[config.mk]
export PLATFORM = sky130hd
export DESIGN_NAME = debounce_multi
export DESIGN_NICKNAME = d
export VERILOG_FILES = /design/src/rtl/debounce_multi.sv
export SDC_FILE = /design/constraint.sdc
export NUM_CORES = 1
export LEC_CHECK = 0
export BUFFER_PORTS_ARGS = -buffer_cell sky130_fd_sc_hd__buf_2
export CAP_MARGIN = 20
export CORE_MARGIN = 2
export CORE_UTILIZATION = 60
export DETAILED_ROUTE_END_ITERATION = 12
export GPL_ROUTABILITY_DRIVEN = 0
export PLACE_DENSITY = 0.88
export SLEW_MARGIN = 20
export SYNTH_ARGS = -nofsm -noshare
export SYNTH_HDL_FRONTEND = slang
export SYNTH_SLANG_ARGS = --single-unit
export TNS_END_PERCENT = 30
[constraint.sdc]
create_clock -name clk -period 2.6 [get_ports clk]
set_clock_uncertainty 0.1 [all_clocks]
set_input_delay 0.26 -clock clk [delete_from_list [all_inputs] [get_ports clk]]
set_output_delay 0.26 -clock clk [all_outputs]
set_load 0.05 [all_outputs]
[src/rtl/debounce_multi.sv]
// Multi-channel debouncer: per-channel synchroniser, stability counter, clean level and
// registered one-cycle rise/fall strobes, with an optional sample-enable tick.
module debounce_multi #(
   parameter int unsigned CHANNELS    = 4,
   parameter int unsigned CNT_W       = 16,
   parameter int unsigned THRESHOLD   = 20,
   parameter int unsigned SYNC_STAGES = 2,
   parameter logic        RESET_VAL   = 1'b0
) (
   input  logic                clk,
   input  logic                rst,
   input  logic                sample_en,
   input  logic [CHANNELS-1:0] noisy_in,
   output logic [CHANNELS-1:0] clean_out,
   output logic [CHANNELS-1:0] rise,
   output logic [CHANNELS-1:0] fall,
   output logic                any_change
);

   localparam logic [CNT_W-1:0] CNT_LAST = CNT_W'(THRESHOLD - 1);

   logic [CHANNELS-1:0][SYNC_STAGES-1:0] sync_q;
   logic [CHANNELS-1:0]                  sync_s;
   logic [CHANNELS-1:0][CNT_W-1:0]       count_q;
   logic [CHANNELS-1:0][CNT_W-1:0]       count_d;
   logic [CHANNELS-1:0]                  clean_d;
   logic [CHANNELS-1:0]                  rise_d;
   logic [CHANNELS-1:0]                  fall_d;

   // NOTE: sequential state uses non-blocking assignments so every flop samples pre-edge values.
   always_ff @(posedge clk) begin
      for (int i = 0; i < CHANNELS; i++) begin
         if (rst) begin
            sync_q[i] <= {SYNC_STAGES{RESET_VAL}};
         end else begin
            sync_q[i] <= {sync_q[i][SYNC_STAGES-2:0], noisy_in[i]};
         end
      end
   end

   always_comb begin
      for (int i = 0; i < CHANNELS; i++) begin
         sync_s[i] = sync_q[i][SYNC_STAGES-1];
      end
   end

   // NOTE: every combinational output gets a default first, so no path can infer a latch.
   always_comb begin
      clean_d = clean_out;
      rise_d  = '0;
      fall_d  = '0;
      count_d = count_q;
      for (int i = 0; i < CHANNELS; i++) begin
         if (sync_s[i] == clean_out[i]) begin
            // A bounce back to the accepted level abandons any pending change.
            count_d[i] = '0;
         end else if (sample_en) begin
            if (count_q[i] == CNT_LAST) begin
               count_d[i] = '0;
               clean_d[i] = sync_s[i];
               rise_d[i]  = sync_s[i];
               fall_d[i]  = ~sync_s[i];
            end else begin
               count_d[i] = count_q[i] + CNT_W'(1);
            end
         end
      end
   end

   // NOTE: the counters are ordinary per-channel registers, not a RAM, so they take the reset.
   always_ff @(posedge clk) begin
      if (rst) begin
         count_q    <= '0;
         clean_out  <= {CHANNELS{RESET_VAL}};
         rise       <= '0;
         fall       <= '0;
         any_change <= 1'b0;
      end else begin
         count_q    <= count_d;
         clean_out  <= clean_d;
         rise       <= rise_d;
         fall       <= fall_d;
         any_change <= |(rise_d | fall_d);
      end
   end

endmodule

Yosys cells after proc, flatten, opt, wreduce, memory -nomap -nowiden
Index checks and enable logic that the tools add are counted.
{ "op_classes": {"n_addsub": 4, "eq_ne": 8, "muxes": 28, "bitwise": 9, "reduce_logical": 9} }
{ "op_table": {"columns": ["op", "n"], "rows": [
  ["$add 16x1->16 const B", 4],
  ["$eq 16x5->1 const B", 4],
  ["$mux 16", 4],
  ["$mux 1", 24],
  ["$reduce_and 3->1", 4],
  ["$not 1->1", 8],
  ["$reduce_or 2->1", 4],
  ["$eq 1x1->1", 4],
  ["$or 4x4->4", 1],
  ["$reduce_or 4->1", 1]
]} }
{ "word_totals": {"reg_bits": 85, "input_bits": 7, "output_inout_bits": 13} }

Depth between registers and ports, before layout
{ "depth": {"depth_word": 6, "ltp_mapped": 6, "depth_no_buf": 5} }

Least setup slack after synthesis
Ideal clock, no wire load.
{ "synth_timing": {"kind": "register to register", "from": "register count_q[48] (netlist name)", "to": "register count_q[53] (netlist name)", "t_arrival_ns": 1.586, "required_time_ns": 2.372, "setup_slack_ns": 0.787, "path_stages_with_launch": 7, "path_cell_list": "dfxtp_1 -> ha_1 -> nor4bb_1 -> nand4_1 -> nand2_1 -> clkbuf_1 -> nor2_1"} }
{ "synth_via": {"elab_chain_cells": 2} }
{ "synth_lines": {"columns": ["element", "line_no", "source"], "rows": [
  ["start, declared", "24", "logic [CHANNELS-1:0][CNT_W-1:0] count_q;"],
  ["start signal, assigned", "79", "count_q <= count_d;"],
  ["$add 16x1->16 / $eq 16x5->1 (equally long branches)", "64, 58", null],
  ["$mux 16 (*)", "58", "if (count_q[i] == CNT_LAST) begin"]
]} }
Mark *: on every way between the ends. The rest lies on a longest branch, timed or not.
A chain may end at the register's enable or synchronous reset.

Final worst setup path
{ "layout_timing": {"from": "register count_q[16] (netlist name)", "to": "register count_q[17] (netlist name)"} }
Same word-level chain as after synthesis.

==> reports/results.ini <==
[clocking]
ctsResizeCount = 0
cts_tree = done
cts-root-buf = clkbuf_8
post_cts_buffers = 0
cts.sinks = 85
clock_latency_ns = 0.35
clockBufferDepth = 2
ctsHtreeMaxLevel = 3
numCtsBuffers = 9
cts-hold-fix-buffers = 0
clk_pin_slew_ns = 0.08

[detailed_routing]
route.detailed.wl_per_inst_um = 14.1
vias = 2840
postRouteAntennaNets = 0
via_per_inst = 5.75
drt_iter0_drc = 169
drt-total-wl_um = 6950
drt_first_pass_iters = 4
drc = 0

[floorplan]
start_util_pct = 61.7
die_area_um2 = 6690
coreArea_um2 = 5890
die_w_um = 81.8
rows = 28
ios = 20
die-height_um = 81.8

[synth]
synth.ff_latch_count = 85
netlist_area_um2 = 3630
synth_cells = 394
syn-num-nets = 405
yosysWarnings = 0
synth_cell_types = 33
avgSynthCellArea_um2 = 9.21
ys_seq_area_share_pct = 46.9

[sta]
post-route-min-period_ns = 2.13
holdWs_ns = 0.0174
setup_tns_ns = 0
finalHoldViolCount = 0
fmax_mhz = 469
setup_violations = 0
relSlewSlack_pct = 63.8
slew_viol_final = 0
grt_setup_unrepaired = false
finalCritPeriodShare_pct = 82.0
tightest_slew_ns = 0.542

[setup_path]
crit_type = register to register
crit_fanout = 16
cp-end-kind = register
crit_required_ns = 2.72
cp-start-kind = register
cp_data_arrival_time_ns = 2.25

[grt]
grt_first_pass_wirelength_um = 12000
grt_pass1_vias = 2608
grt_max_degree = 29
grt_usage_pct = 23.1
antenna_found_initial = 0
overflow = 0

[min_path]
hold_path_class = primary input to register

[layout]
drive_above_1_share_pct = 10.3
layout_common_cells = dfxtp_1 (85), nor2_1 (75), xnor2_1 (42), nand4_1 (23), nand2_1 (22)
final_common_cell = dfxtp_1
final_nets = 426
final-seq-area_um2 = 1700
synthToLayoutAreaGrowth_pct = 10.6
antenna_cells = 0
fill_cells = 454
multiInputGateArea_um2 = 1870

[power_and_ir_drop]
switching_share_pct = 19.7
pwr-share-clk_pct = 43.9
p_leak_nw = 1.29
seq_power_share_pct = 54.4
powerDensity_nw_per_um2 = 601
internal-power_mw = 1.94
p_comb_share_pct = 1.7
ir_drop_mv = 0.590
power_switching_mw = 0.476

[place]
hpwl_um = 4590
io_buffer_count = 19

[outcome]
status = finished clean

[run]
maxCapViolCount = 0

-- cell usage after synthesis (all sizes together) --
master,count,area share [%]
xnor2,42,10
or3,2,0.34
ha,4,1.4
nor3,14,1.9
nand3,14,1.9
o22a,2,0.48
mux2i,8,2.2
clkbuf,5,0.52
nor4b,12,2.9
nor2,75,7.8
or4,4,0.83
a21bo,1,0.28
buf,5,0.69
dfxtp,85,47
nand4,26,5.5
and4,3,0.76
o31ai,2,0.41
o21ai,2,0.28
xor2,17,4.1
nor4,20,3.4
nand2,22,2.3
nor4bb,3,0.83
and4bb,1,0.34
a21oi,6,0.83
nor2b,8,1.4
and3,4,0.72
or2,1,0.17
inv,5,0.52
nand3b,1,0.21
-- per-stage QoR --
step / cells / util, % / worst slack (ns) / cell area [µm²] / total power [mW]
floorplan: 394 / - / 0.787 / 3630 / 1.37
global placement: 479 / 64.3 / 0.612 / 3780 / 1.38
detailed placement: 479 / 64.3 / 0.563 / 3780 / 1.38
CTS: 494 / 68.2 / 0.480 / 4020 / 2.42
global route: 494 / 68.2 / 0.256 / 4020 / 2.48
finish: 494 / 68.2 / 0.468 / 4020 / 2.41
-- final timing paths --
| kind | startpoint | to | slack (ns) | depth (start not counted) |
|---|---|---|---|---|
| min reg2reg | sync_q[4] | sync_q[5] | 0.35 | 1 |
| min | noisy_in[1] | sync_q[2] | 0.02 | 2 |
| max | count_q[16] | count_q[17] | 0.47 | 5 |
| max reg2reg | count_q[16] | count_q[17] | 0.47 | 5 |
-- critical path, cell delays in order, from the launching register on --
cell,delay [ns]
dfxtp_1,0.39
ha_1,0.25
nor4bb_1,0.35
nand4_1,0.31
nand2_1,0.49
nor2_1,0.10
-- power by group through the flow --
stage | registers, mW | logic [mW] | clock network, mW
final | 1.31 | 0.0415 | 1.06
after global routing | 1.31 | 0.0464 | 1.12
after CTS | 1.31 | 0.0413 | 1.07
after detailed placement | 1.34 | 0.0408 | 0
after global placement | 1.34 | 0.0398 | 0
after floorplan | 1.34 | 0.0316 | 0
-- flip-flops by register name (all words and copies together) (netlist names) --
signal	cells
any_change	1
count_q	64
sync_q	8
fall	4
clean_out	4
rise	4
-- metal layers --
metal  wire (µm)  vias to the layer above  GRT usage (%)  part of all wire, %
li1            -                     1430              -                    -
met1        3270                     1329           30.5                   47
met4         180                        0           11.7                  2.6
met5           0                        -              0                    0
met3         278                       16           4.51                  4.0
met2        3230                       65           35.9                   46
-- cell families after synthesis --
| logic type | Yosys count | synth area share, % |
|---|---|---|
| compound gates | 13 | 2.28 |
| xor+xnor | 59 | 14.2 |
| fa+ha+maj | 4 | 1.38 |
| buf+inv | 15 | 1.72 |
| flops | 85 | 46.9 |
| mux | 8 | 2.21 |
| simple gates | 210 | 31.3 |
-- final cells by class --
class                   instances  area share, %
flip-flops and latches         85           42.4
repair buffers                 20           2.56
clock inverters                 3           1.68
inverters                       5          0.467
clock buffers                  12           4.11
multi-input cells             294           46.5
well taps                      75           2.34
No activity file was read; power rests on OpenSTA's default activity.
